==> src/rtl/mike_cacheline_adaptor.sv <==
// Cache-line <-> burst-memory adaptor.
// Splits a LINE_WIDTH cache fill/write-back into BEATS sequential BURST_WIDTH
// memory beats and returns a single-cycle line-level response to the cache.
//
// state | meaning
// IDLE  | waiting for a line read/write request; latches address and write line
// READ  | collecting read beats from memory into line_o
// WRITE | presenting write beats from the latched buffer to memory
// DONE  | one-cycle resp_o pulse to the cache, then back to IDLE
module mike_cacheline_adaptor #(
    parameter int LINE_WIDTH  = 256,
    parameter int BURST_WIDTH = 64,
    parameter int BEATS       = LINE_WIDTH / BURST_WIDTH,
    parameter int OFFSET_BITS = 5
) (
    input  logic                   clk,
    input  logic                   rst,
    input  logic [LINE_WIDTH-1:0]  line_i,
    output logic [LINE_WIDTH-1:0]  line_o,
    input  logic [31:0]            address_i,
    input  logic                   read_i,
    input  logic                   write_i,
    output logic                   resp_o,
    input  logic [BURST_WIDTH-1:0] burst_i,
    output logic [BURST_WIDTH-1:0] burst_o,
    output logic [31:0]            address_o,
    output logic                   read_o,
    output logic                   write_o,
    input  logic                   resp_i
);

    localparam int              CNT_W     = (BEATS > 1) ? $clog2(BEATS) : 1;
    localparam logic [CNT_W-1:0] LAST_BEAT = CNT_W'(BEATS - 1);
    localparam logic [31:0]     ADDR_MASK = ~((32'd1 << OFFSET_BITS) - 32'd1);

    typedef enum logic [1:0] {
        ST_IDLE,
        ST_READ,
        ST_WRITE,
        ST_DONE
    } state_t;

    state_t                 state;
    state_t                 state_nxt;
    logic [CNT_W-1:0]       cnt;
    logic [LINE_WIDTH-1:0]  wbuf;
    logic                   beat_last;

    assign beat_last = resp_i && (cnt == LAST_BEAT);

    // State register; reset abandons any transfer without a response.
    always_ff @(posedge clk or negedge rst) begin
        if (!rst) begin
            state <= ST_IDLE;
        end else begin
            state <= state_nxt;
        end
    end

    // Next-state and handshake outputs; write wins when both requests are up.
    always_comb begin
        state_nxt = state;
        read_o    = 1'b0;
        write_o   = 1'b0;
        resp_o    = 1'b0;
        case (state)
            ST_IDLE: begin
                if (write_i) begin
                    state_nxt = ST_WRITE;
                end else if (read_i) begin
                    state_nxt = ST_READ;
                end
            end
            ST_READ: begin
                read_o = 1'b1;
                if (beat_last) begin
                    state_nxt = ST_DONE;
                end
            end
            ST_WRITE: begin
                write_o = 1'b1;
                if (beat_last) begin
                    state_nxt = ST_DONE;
                end
            end
            ST_DONE: begin
                resp_o    = 1'b1;
                state_nxt = ST_IDLE;
            end
            default: begin
                state_nxt = ST_IDLE;
            end
        endcase
    end

    // Datapath: address/buffer capture at start, beat counter, fill assembly.
    always_ff @(posedge clk or negedge rst) begin
        if (!rst) begin
            cnt       <= '0;
            line_o    <= '0;
            address_o <= '0;
            wbuf      <= '0;
        end else begin
            case (state)
                ST_IDLE: begin
                    if (read_i || write_i) begin
                        address_o <= address_i & ADDR_MASK;
                        cnt       <= '0;
                        if (write_i) begin
                            wbuf <= line_i;
                        end
                    end
                end
                ST_READ: begin
                    if (resp_i) begin
                        for (int b = 0; b < BEATS; b++) begin
                            if (cnt == CNT_W'(b)) begin
                                line_o[b*BURST_WIDTH +: BURST_WIDTH] <= burst_i;
                            end
                        end
                        cnt <= cnt + 1'b1;
                    end
                end
                ST_WRITE: begin
                    if (resp_i) begin
                        cnt <= cnt + 1'b1;
                    end
                end
                default: begin
                end
            endcase
        end
    end

    // Write beat select straight from the counter; quiet outside WRITE.
    always_comb begin
        burst_o = '0;
        if (state == ST_WRITE) begin
            for (int b = 0; b < BEATS; b++) begin
                if (cnt == CNT_W'(b)) begin
                    burst_o = wbuf[b*BURST_WIDTH +: BURST_WIDTH];
                end
            end
        end
    end

endmodule

==> config.mk <==
export PLATFORM = sky130hd
export DESIGN_NAME = mike_cacheline_adaptor
export DESIGN_NICKNAME = d
export VERILOG_FILES = /design/src/rtl/mike_cacheline_adaptor.sv
export SDC_FILE = /design/constraint.sdc
export NUM_CORES = 1
export LEC_CHECK = 0
export ABC_CLOCK_PERIOD_IN_PS = 1800
export BUFFER_PORTS_ARGS = -buffer_cell sky130_fd_sc_hd__buf_4
export CELL_PAD_IN_SITES_DETAIL_PLACEMENT = 1
export CELL_PAD_IN_SITES_GLOBAL_PLACEMENT = 1
export CORE_AREA = 2 2 280 282
export DETAILED_ROUTE_END_ITERATION = 6
export DIE_AREA = 0 0 282 284
export GPL_TIMING_DRIVEN = 0
export HOLD_SLACK_MARGIN = 0.08
export PLACE_DENSITY = 0.63
export SYNTH_ARGS = -nofsm -noshare
export SYNTH_HDL_FRONTEND = slang
export SYNTH_SLANG_ARGS = --single-unit
==> constraint.sdc <==
create_clock -name clk -period 1.8 [get_ports clk]
set_input_delay 0.18 -clock clk [delete_from_list [all_inputs] [get_ports clk]]
set_output_delay 0.18 -clock clk [all_outputs]
set_load 0.005 [all_outputs]
==> results of run 1 <==
critical path, delay by kind of cell, from the launching register on:
kind,cells,cell delay (ns)
compound gates,2,0.49
buf+inv,5,0.72
fa+ha+maj,1,0.18
flops,1,0.43
sequential cells by signal, indices dropped and copies added (netlist names):
name	cells
state	2
wbuf	256
line_o	256
cnt	2
address_o	27
synthesized netlist by cell type:
cell type	instances	area, sq um
dfrtp_1	543	13600
mux2_2	539	6070
o21ai_0	81	405
nand2_1	68	255
a221oi_1	65	569
o21ai_1	48	240
buf_2	36	180
clkbuf_1	30	113
buf_6	27	304
ha_1	9	113
buf_4	8	60.1
inv_1	5	18.8
mux2i_1	5	50.1
nand3_2	4	40.0
nor2b_1	3	18.8
a22oi_1	1	7.51
and2_1	1	6.26
conb_1	1	3.75
inv_2	1	3.75
nand3_1	1	5.00
nor2_1	1	3.75
o21ai_2	1	8.76
placed cells by master, fill, tap and decap left out, types with 2 or more instances in the layout:
| master | n |
|---|---|
| mux2i_1 | 5 |
| conb_1 | 5 |
| nor2b_4 | 2 |
| inv_1 | 2 |
| inv_2 | 3 |
| ha_2 | 2 |
| a221oi_4 | 30 |
| buf_16 | 17 |
| nand3_4 | 4 |
| bufinv_16 | 2 |
| inv_6 | 2 |
| ha_4 | 5 |
| clkbuf_16 | 87 |
| buf_2 | 2 |
| o21ai_0 | 19 |
| diode_2 | 18 |
| buf_6 | 39 |
| ha_1 | 2 |
| a221oi_2 | 31 |
| dfrtp_1 | 543 |
| o21ai_2 | 42 |
| clkbuf_8 | 24 |
| buf_4 | 727 |
| clkinv_2 | 9 |
| dlygate4sd3_1 | 350 |
| clkbuf_2 | 2 |
| clkbuf_1 | 19 |
| mux2_4 | 63 |
| buf_12 | 27 |
| mux2_2 | 476 |
| buf_8 | 18 |
| o21ai_4 | 6 |
| nand2_1 | 66 |
| o21ai_1 | 63 |
| clkbuf_4 | 5 |
| a221oi_1 | 4 |
where the power goes:
| part | leakage, nW | switching (mW) | internal [mW] |
|---|---|---|---|
| clock network | 0.951 | 5.16 | 7.11 |
| logic | 9.79 | 11.8 | 16.6 |
| registers | 6.61 | 4.30 | 18.3 |
| total | 17.3 | 21.2 | 42.0 |
how the worst max path moves through the flow:
stage / startpoint / endpoint / slack [ns] / depth (start not counted)
floorplan: state[0] / burst_o[12] / 0.14 / 7
global placement: rst / address_o[14] / -5.38 / 1
detailed placement: state[0] / burst_o[20] / -0.74 / 8
CTS: cnt[0] / burst_o[30] / -0.74 / 8
global route: cnt[0] / burst_o[33] / -0.89 / 7
finish: cnt[0] / burst_o[27] / -0.82 / 8
cell families (layout without fill, tap and decap cells):
| logic type | count (synthesis) | after routing |
|---|---|---|
| compound gates | 196 | 196 |
| fa+ha+maj | 9 | 9 |
| buf+inv | 107 | 1337 |
| flops | 543 | 543 |
| mux | 544 | 544 |
| other cells | 1 | 23 |
| simple gates | 78 | 78 |
per-layer routing:
layer  global-route usage  vias to the layer above  share of wire
li1                     -                     7744              -
met1                0.246                     9240           0.37
met2                0.420                      629           0.53
met3               0.0632                      158          0.069
met4               0.0705                        4          0.031
met5                    0                        -        0.00027
what timing repair did:
item / 4_1_cts / 5_1_grt
gates cloned: 20 / 13
hold buffers: 354 / 1
endpoints found under the setup margin: 582 / 742
endpoints found under the hold margin: 771 / 151
buffers inserted: 29 / 6
pin swaps: 43 / 74
gates resized for setup: 390 / 165
cell type report:
cell class / instances / area [sq um]
Tap cell: 1040 / 1300
Fill cell: 7742 / 39400
Clock inverter: 14 / 130
Clock buffer: 93 / 1800
Sequential cell: 543 / 13600
Antenna cell: 18 / 45.0
Multi-Input combinational cell: 832 / 9110
Inverter: 6 / 25.0
Timing Repair Buffer: 1124 / 10100
Buffer: 100 / 1410
==> flow_metrics.env, run 1 <==
export IMPL_netlist_area_sq_mm=0.0221
export IMPL_rsz0062_at_grt="yes"
export IMPL_insertion_delay_ns=0.62
export IMPL_synth_top_family_by_area="multiplexers"
export IMPL_yosys_area_share_adder=0.00510
export IMPL_total_leakage_power_nw=17.3
export IMPL_fin_nets=3034
export IMPL_hp_class="in -> reg"
export IMPL_numCtsBuffers=61
export IMPL_port_buffer_count=700
export IMPL_violations="negative setup slack"
export IMPL_routed_wl_mm=96.4
export IMPL_vias=17800
export IMPL_path_clk_slew_ns=0.06
export IMPL_fp_dieArea_sq_mm=0.0801
export IMPL_synthCells=1478
export IMPL_finalHoldViolCount=0
export IMPL_initial_utilization=0.287
export IMPL_antenna_found_initial=17
export IMPL_first_global_vias=20700
export IMPL_dpl_hpwl_mm=61.4
export IMPL_critPathLaunchType="flop"
export IMPL_whs_ns=0.156
export IMPL_finClkSkew_ns=0.0218
export IMPL_reg2reg_to="line_o[114]"
export IMPL_crit_arrival_ns=2.44
export IMPL_rows=102
export IMPL_grt_max_degree=125
export IMPL_status="complete, but fails checks"
export IMPL_crit_type="reg -> out"
export IMPL_hp_start="read_i"
export IMPL_tightest_slew_ns=0.684
export IMPL_viasPerCell=4.71
export IMPL_stdcell_count=3770
export IMPL_post_route_util=0.487
export IMPL_crit_chain="buf_6 > ha_4 > buf_6 > buf_16 > clkbuf_8 > a221oi_2 > o21ai_1 > buf_4"
export IMPL_synth_compound_area_frac=0.0558
export IMPL_fp_coreArea_sq_mm=0.0770
export IMPL_fmax_mhz=381
export IMPL_drive_gt1_frac=0.601
export IMPL_powerDensity_mw_per_mm2=1690
export IMPL_finalWorstSetupSlack_ns=-0.822
export IMPL_critical_path_max_fanout=6
export IMPL_synth_xor_area_frac=0
export IMPL_synth_simple_gate_area_frac=0.0149
export IMPL_max_cap_violations=0
export IMPL_grtUsageTotal=0.226
export IMPL_clock_root_buffer="clkbuf_16"
export IMPL_drc=0
export IMPL_postRouteAntennaNets=0
export IMPL_drt_pre_antenna_iters=4
export IMPL_fp_dieH_um=284
export IMPL_cts_buffer_depth=3
export IMPL_reg2reg_slack_ns=-0.28
export IMPL_cpPeakStageDelay_ns=0.43
export IMPL_ios=712
export IMPL_place_ws_ns=-0.738
export IMPL_synth_area_per_cell_sq_um=14.9
export IMPL_r2r_start="cnt[0]"
export IMPL_p_total_mw=63.2
export IMPL_synth_seq_cells=543
export IMPL_placed_cells_incl_taps=3227
export IMPL_holdPathStages=3
export IMPL_slew_violations=0
export IMPL_clock_sinks=543
export IMPL_post_synth_num_cell_types=22
export IMPL_seq_area_frac_synth=0.616
export IMPL_grt_pass1_wl_mm=136
export IMPL_slowest_stage="dfrtp_1"
export IMPL_finalCritPeriodShare=1.46
export IMPL_synth_mux_area_frac=0.277
export IMPL_fin_tns_setup_ns=-70.01
export IMPL_worst_path_most_repeated_cell="buf_6"
export IMPL_min_to="address_o[8]"
export IMPL_ys_warn_count=0
export IMPL_fin_crit_ns=2.62
export IMPL_critPathRequiredTime_ns=1.62
export IMPL_fin_area_sq_mm=0.0375
export IMPL_dieWidth_um=282
export IMPL_wl_per_cell_um=25.6
export IMPL_drtIter0Drc=626
export IMPL_placed_cell_area_sq_mm=0.0288
export IMPL_cts_tree="yes"
export IMPL_syn2layout_area_growth_pct=70.0
export IMPL_finalSetupViolCount=319
export IMPL_relSlewSlack=0.544
export IMPL_cts_max_level=2
export IMPL_endpoint_kind="output port"
export IMPL_r2r_cells=10
export IMPL_ir_drop_uv=882
export IMPL_grt_ovfl_total=0
export IMPL_place_gp_congestion=0.826
(Power assumes the default switching activity.)
==> run 2: changes to the inputs <==
CELL_PAD_IN_SITES_DETAIL_PLACEMENT = unset   (was 1)
CELL_PAD_IN_SITES_GLOBAL_PLACEMENT = unset   (was 1)
CORE_AREA = 2 2 278 280   (was 2 2 280 282)
DIE_AREA = 0 0 280 282   (was 0 0 282 284)
PLACE_DENSITY = 0.54   (was 0.63)
SLEW_MARGIN = 20   (was unset)
==> run 2 against run 1 <==
  * The run ends with negative hold slack, negative setup slack left
  * Fmax up 5.5%
  * Non-clock buffer count down 27
  * Clock skew grew 0.00073 ns
  * Worst hold slack got worse by 0.22 ns
  * Critical path depth down 1
  * Clock power is 7% higher
  * Clock-buffer cell count is 2 lower
  * Via count decreased by 3.0%
  * Register-to-register slack improved by 0.23 ns
  * Cell count fell by 2.5%
  * Flip-flop and latch count unchanged
  * Total power shrank 3.3%
  * Critical endpoint is now burst_o[41]
  * Largest cell class unchanged
  * Highest routed layer is now met4
==> flow_metrics.env, run 2 (synthesis gave the netlist of run 1 again) <==
export IMPL_path_clk_slew_ns=0.06
export IMPL_numCtsBuffers=66
export IMPL_total_leakage_power_nw=16.9
export IMPL_critical_path_max_fanout=10
export IMPL_postRouteAntennaNets=0
export IMPL_ios=712
export IMPL_cts_tree="yes"
export IMPL_crit_type="reg -> out"
export IMPL_powerDensity_mw_per_mm2=1670
export IMPL_endpoint_kind="output port"
export IMPL_violations="negative hold slack, negative setup slack"
export IMPL_seq_area_sq_mm=0.0136
export IMPL_whs_ns=-0.0590
export IMPL_grt_pass1_wl_mm=121
export IMPL_rsz0062_at_grt="yes"
export IMPL_grtUsageTotal=0.204
export IMPL_rows=101
export IMPL_critPathRequiredTime_ns=1.62
export IMPL_finalSetupViolCount=79
export IMPL_fmax_mhz=402
export IMPL_final_cell_mix="buf_4 (724), dfrtp_1 (542), mux2_2 (538)"
export IMPL_cts_buffer_depth=3
export IMPL_fillCellCount=6554
export IMPL_clock_root_buffer="clkbuf_16"
export IMPL_vias=17200
export IMPL_grt_max_degree=99
export IMPL_insertion_delay_ns=0.61
export IMPL_finalHoldViolCount=23
export IMPL_syn2layout_area_growth_pct=66.5
export IMPL_hp_class="in -> async"
export IMPL_routed_wl_mm=83.4
export IMPL_multi_input_area_sq_mm=0.00883
export IMPL_port_buffer_count=700
export IMPL_finalCritPeriodShare=1.38
export IMPL_place_ws_ns=-0.832
export IMPL_r2r_start="cnt[0]"
export IMPL_worst_path_most_repeated_cell="buf_4"
export IMPL_dpl_hpwl_mm=59.7
export IMPL_status="complete, but fails checks"
export IMPL_first_global_vias=19200
export IMPL_fp_dieArea_sq_mm=0.0790
export IMPL_cp_startpoint="cnt[0]"
export IMPL_slew_violations=0
export IMPL_drc=0
export IMPL_fin_crit_ns=2.49
export IMPL_max_cap_violations=0
export IMPL_fp_dieH_um=282
export IMPL_top_regs="line_o: 256 flops, wbuf: 256 flops, address_o: 27 flops"
export IMPL_drive_gt1_frac=0.596
export IMPL_crit_chain="buf_4 > ha_4 > buf_8 > clkbuf_16 > a221oi_4 > o21ai_2 > buf_4"
export IMPL_slowest_stage="dfrtp_1"
export IMPL_dieWidth_um=280
export IMPL_critPathLaunchType="flop"
export IMPL_ir_drop_uv=922
export IMPL_fp_coreArea_sq_mm=0.0757
export IMPL_finClkSkew_ns=0.0226
export IMPL_antenna_found_initial=4
export IMPL_viasPerCell=4.69
export IMPL_drtIter0Drc=740
export IMPL_layout_commonest_cell="buf_4"
export IMPL_place_gp_congestion=0.839
export IMPL_fin_nets=3012
export IMPL_cpPeakStageDelay_ns=0.41
export IMPL_cts_max_level=3
export IMPL_relSlewSlack=0.444
export IMPL_crit_arrival_ns=2.31
export IMPL_initial_utilization=0.291
export IMPL_p_total_mw=61.2
export IMPL_clock_sinks=543
export IMPL_finalWorstSetupSlack_ns=-0.685
export IMPL_drt_pre_antenna_iters=4
export IMPL_tightest_slew_ns=0.831
export IMPL_grt_ovfl_total=0
export IMPL_wl_per_cell_um=22.7
run 2: timing repair:
item,CTS,global route
setup endpoints to repair,583,446
gates resized for setup,311,114
buffers inserted,26,3
gates cloned,5,5
hold buffers,349,5
pin swaps,35,49
endpoints found under the hold margin,642,101
run 2: report_power, final:
group / internal (mW) / total [mW] / leakage (nW) / switching [mW]
logic: 15.2 / 25.8 / 9.18 / 10.6
clock network: 7.79 / 13.2 / 1.08 / 5.43
registers: 18.3 / 22.2 / 6.60 / 3.89
run 2: metrics by stage:
| stage | setup TNS (ns) | cell area (sq um) | utilization | std cells |
|---|---|---|---|---|
| 2_1_floorplan | 0 | 22100 | - | 1482 |
| 3_3_place_gp | -2990.09 | 28600 | 0.377 | 3160 |
| 3_5_place_dp | -198.90 | 28700 | 0.380 | 3166 |
| 4_1_cts | -44.19 | 36000 | 0.476 | 3660 |
| 5_1_grt | -56.40 | 36700 | 0.485 | 3673 |
| 6_report | -39.81 | 36700 | 0.485 | 3674 |
run 2: path summary, 6_finish.rpt:
path                               endpoint  slack, ns  depth (start not counted)
worst min register to register    wbuf[144]       0.50                          1
worst min-delay path              wbuf[147]      -0.06                          6
max in group asynchronous       line_o[247]       0.15                          9
min in group clk                   state[0]       0.16                          4
worst max register to register  line_o[112]      -0.05                          8
worst max-delay path            burst_o[41]      -0.69                          7
run 2: layout make-up:
| type | count | area share |
|---|---|---|
| Sequential cell | 543 | 0.370 |
| Antenna cell | 4 | 0.000272 |
| Clock buffer | 91 | 0.0519 |
| Buffer | 98 | 0.0359 |
| Multi-Input combinational cell | 832 | 0.240 |
| Timing Repair Buffer | 1099 | 0.260 |
| Clock inverter | 23 | 0.00729 |
| Inverter | 6 | 0.000817 |
| Tap cell | 978 | 0.0333 |
run 2: metal layers:
metal / vias to the layer above / GRT usage / wire [um]
li1: 7678 / - / -
met5: - / 0 / 0
met1: 8836 / 0.230 / 32000
met3: 101 / 0.0624 / 6500
met4: 0 / 0.0583 / 1900
met2: 623 / 0.370 / 43100
run 2: worst max-delay path, delay by kind of cell, from the launching register on:
kind	cells	cell delay, ns
buf+inv	4	0.65
compound gates	2	0.45
flops	1	0.41
fa+ha+maj	1	0.18
==> run 3: changes to the inputs <==
ABC_CLOCK_PERIOD_IN_PS = 2700   (was 1800)
clock period = 2.7 ns   (was 1.8 ns; I/O delays follow)
==> run 3 against run 2 <==
  * The flow now finishes without violations
  * Sequential power down 34%
  * Clock skew hardly changed
  * Clock power decreased by 33%
  * Non-clock buffer count fell by 28
  * Combinational power shrank 40%
  * Sequential share of layout area up 1.6 points
  * Die area unchanged
  * First-iteration DRC count down 10%
  * Critical path type unchanged
  * Largest power group unchanged
==> flow_metrics.env, run 3 (synthesis gave the netlist of run 1 again) <==
export IMPL_powerDensity_mw_per_mm2=1100
export IMPL_fp_coreArea_sq_mm=0.0757
export IMPL_port_buffer_count=700
export IMPL_tightest_slew_ns=0.813
export IMPL_rsz0062_at_grt="yes"
export IMPL_drive_gt1_frac=0.576
export IMPL_max_cap_violations=0
export IMPL_syn2layout_area_growth_pct=59.8
export IMPL_dieWidth_um=280
export IMPL_antenna_found_initial=4
export IMPL_cts_buffer_depth=3
export IMPL_vias=17100
export IMPL_clock_sinks=543
export IMPL_grt_ovfl_total=0
export IMPL_finalHoldViolCount=0
export IMPL_viasPerCell=4.70
export IMPL_top_regs="line_o: 256 flops, wbuf: 256 flops, address_o: 27 flops"
export IMPL_wl_met2_mm=41.4
export IMPL_dpl_hpwl_mm=59.7
export IMPL_drtIter0Drc=663
export IMPL_placed_cell_area_sq_mm=0.0287
export IMPL_grt_pass1_wl_mm=119
export IMPL_layout_commonest_cell="buf_4"
export IMPL_fillCellCount=6724
export IMPL_finalCritPeriodShare=0.968
export IMPL_postRouteAntennaNets=0
export IMPL_numCtsBuffers=66
export IMPL_ir_drop_uv=589
export IMPL_highest_layer="met5"
export IMPL_switching_share=0.321
export IMPL_critPathLaunchType="flop"
export IMPL_routed_wl_mm=81.4
export IMPL_pwr_share_seq=0.374
export IMPL_grt_max_degree=99
export IMPL_drt_pre_antenna_iters=5
export IMPL_total_leakage_power_nw=16.3
export IMPL_first_global_vias=19000
export IMPL_final_cell_mix="buf_4 (719), dfrtp_1 (542), mux2_2 (539)"
export IMPL_power_frac_comb=0.400
export IMPL_p_total_mw=39.0
export IMPL_met3_length_mm=6.71
export IMPL_cts_tree="yes"
export IMPL_endpoint_kind="output port"
export IMPL_fmax_mhz=383
export IMPL_power_switching_mw=12.5
export IMPL_relSlewSlack=0.456
export IMPL_status="finished, final reports clean"
export IMPL_crit_arrival_ns=2.34
export IMPL_critical_path_max_fanout=10
export IMPL_crit_type="reg -> out"
export IMPL_rows=101
export IMPL_fp_dieArea_sq_mm=0.0790
export IMPL_met1_length_mm=31.1
export IMPL_power_frac_clock=0.227
export IMPL_grtUsageTotal=0.201
export IMPL_path_clk_slew_ns=0.05
export IMPL_initial_utilization=0.291
export IMPL_place_gp_congestion=0.839
export IMPL_finClkSkew_ns=0.0226
export IMPL_ios=712
export IMPL_wl_per_cell_um=22.3
export IMPL_cts_max_level=3
export IMPL_fin_nets=2984
export IMPL_critPathRequiredTime_ns=2.43
export IMPL_drc=0
export IMPL_insertion_delay_ns=0.61
export IMPL_finalSetupViolCount=0
export IMPL_fp_dieH_um=282
export IMPL_clock_root_buffer="clkbuf_16"
export IMPL_slew_violations=0
export IMPL_fin_area_sq_mm=0.0353
export IMPL_fin_tns_setup_ns=0
export IMPL_fin_crit_ns=2.61
export IMPL_hp_class="in -> reg"
export IMPL_power_report_internal_total_mw=26.5
run 3: cell types whose count changed in the layout (fill, tap and decap cells not counted), sizes merged:
cell	previous run	this run
diode	4	1
buf	824	792
clkbuf	114	118
run 3: power groups by stage:
stage                     Clock, mW  Sequential [mW]  Combinational (mW)
after floorplan                   0             14.0                6.83
after global placement            0             14.2                13.7
after detailed placement          0             14.4                14.0
after CTS                      9.08             14.4                15.3
after global routing           9.40             15.0                16.7
final                          8.83             14.6                15.6
run 3: layout make-up:
| cell class | instances | area, sq um | share of cell area |
|---|---|---|---|
| buffer | 101 | 890 | 0.0252 |
| multi-input combinational | 832 | 8300 | 0.235 |
| antenna | 1 | 2.50 | 0.0000710 |
| timing repair buffer | 1068 | 9060 | 0.257 |
| sequential | 543 | 13600 | 0.385 |
| clock buffer | 91 | 1910 | 0.0541 |
| tap | 978 | 1220 | 0.0347 |
| clock inverter | 23 | 268 | 0.00759 |
| inverter | 6 | 27.5 | 0.000781 |
run 3: critical path, cell delays in order, from the launching register on:
cell and delay, ns:
dfrtp_1 0.42, inv_2 0.13, ha_4 0.20, buf_6 0.18, buf_4 0.24, a221oi_2 0.11
o21ai_2 0.29, buf_4 0.17
run 3: through the flow:
stage | hold WS [ns] | worst slack (ns) | cells | utilization
after floorplan | -0.0256 | 0.955 | 1482 | -
after global placement | 0.482 | -4.56 | 3160 | 0.377
after detailed placement | 0.104 | -0.0216 | 3166 | 0.380
after CTS | 0.150 | -0.0109 | 3635 | 0.462
after global routing | 0.194 | -0.0309 | 3643 | 0.466
final | 0.188 | 0.0862 | 3643 | 0.466
run 3: repair_timing:
action                                 CTS  global route
pin swaps                                6             8
setup endpoints to repair               64            57
hold buffers                           350             0
endpoints found under the hold margin  642             0
gates cloned                             2             1
gates resized for setup                145            48
setup buffers                            3             6
run 3: metal layers:
layer | global-route usage | vias to the layer above
met5 | 0 | -
met4 | 0.0664 | 2
met3 | 0.0655 | 108
met2 | 0.358 | 620
met1 | 0.225 | 8783
li1 | - | 7610
run 3: path summary, 6_finish.rpt:
check | start | to | slack, ns | cells past startpoint
worst min register to register | wbuf[170] | wbuf[170] | 0.50 | 1
worst max-delay path | cnt[1] | burst_o[28] | 0.09 | 7
max in group asynchronous | rst | line_o[247] | 0.66 | 6
worst min-delay path | resp_i | cnt[0] | 0.19 | 4
worst max register to register | state[1] | line_o[19] | 0.43 | 5
min in group asynchronous | rst | wbuf[147] | 0.30 | 3
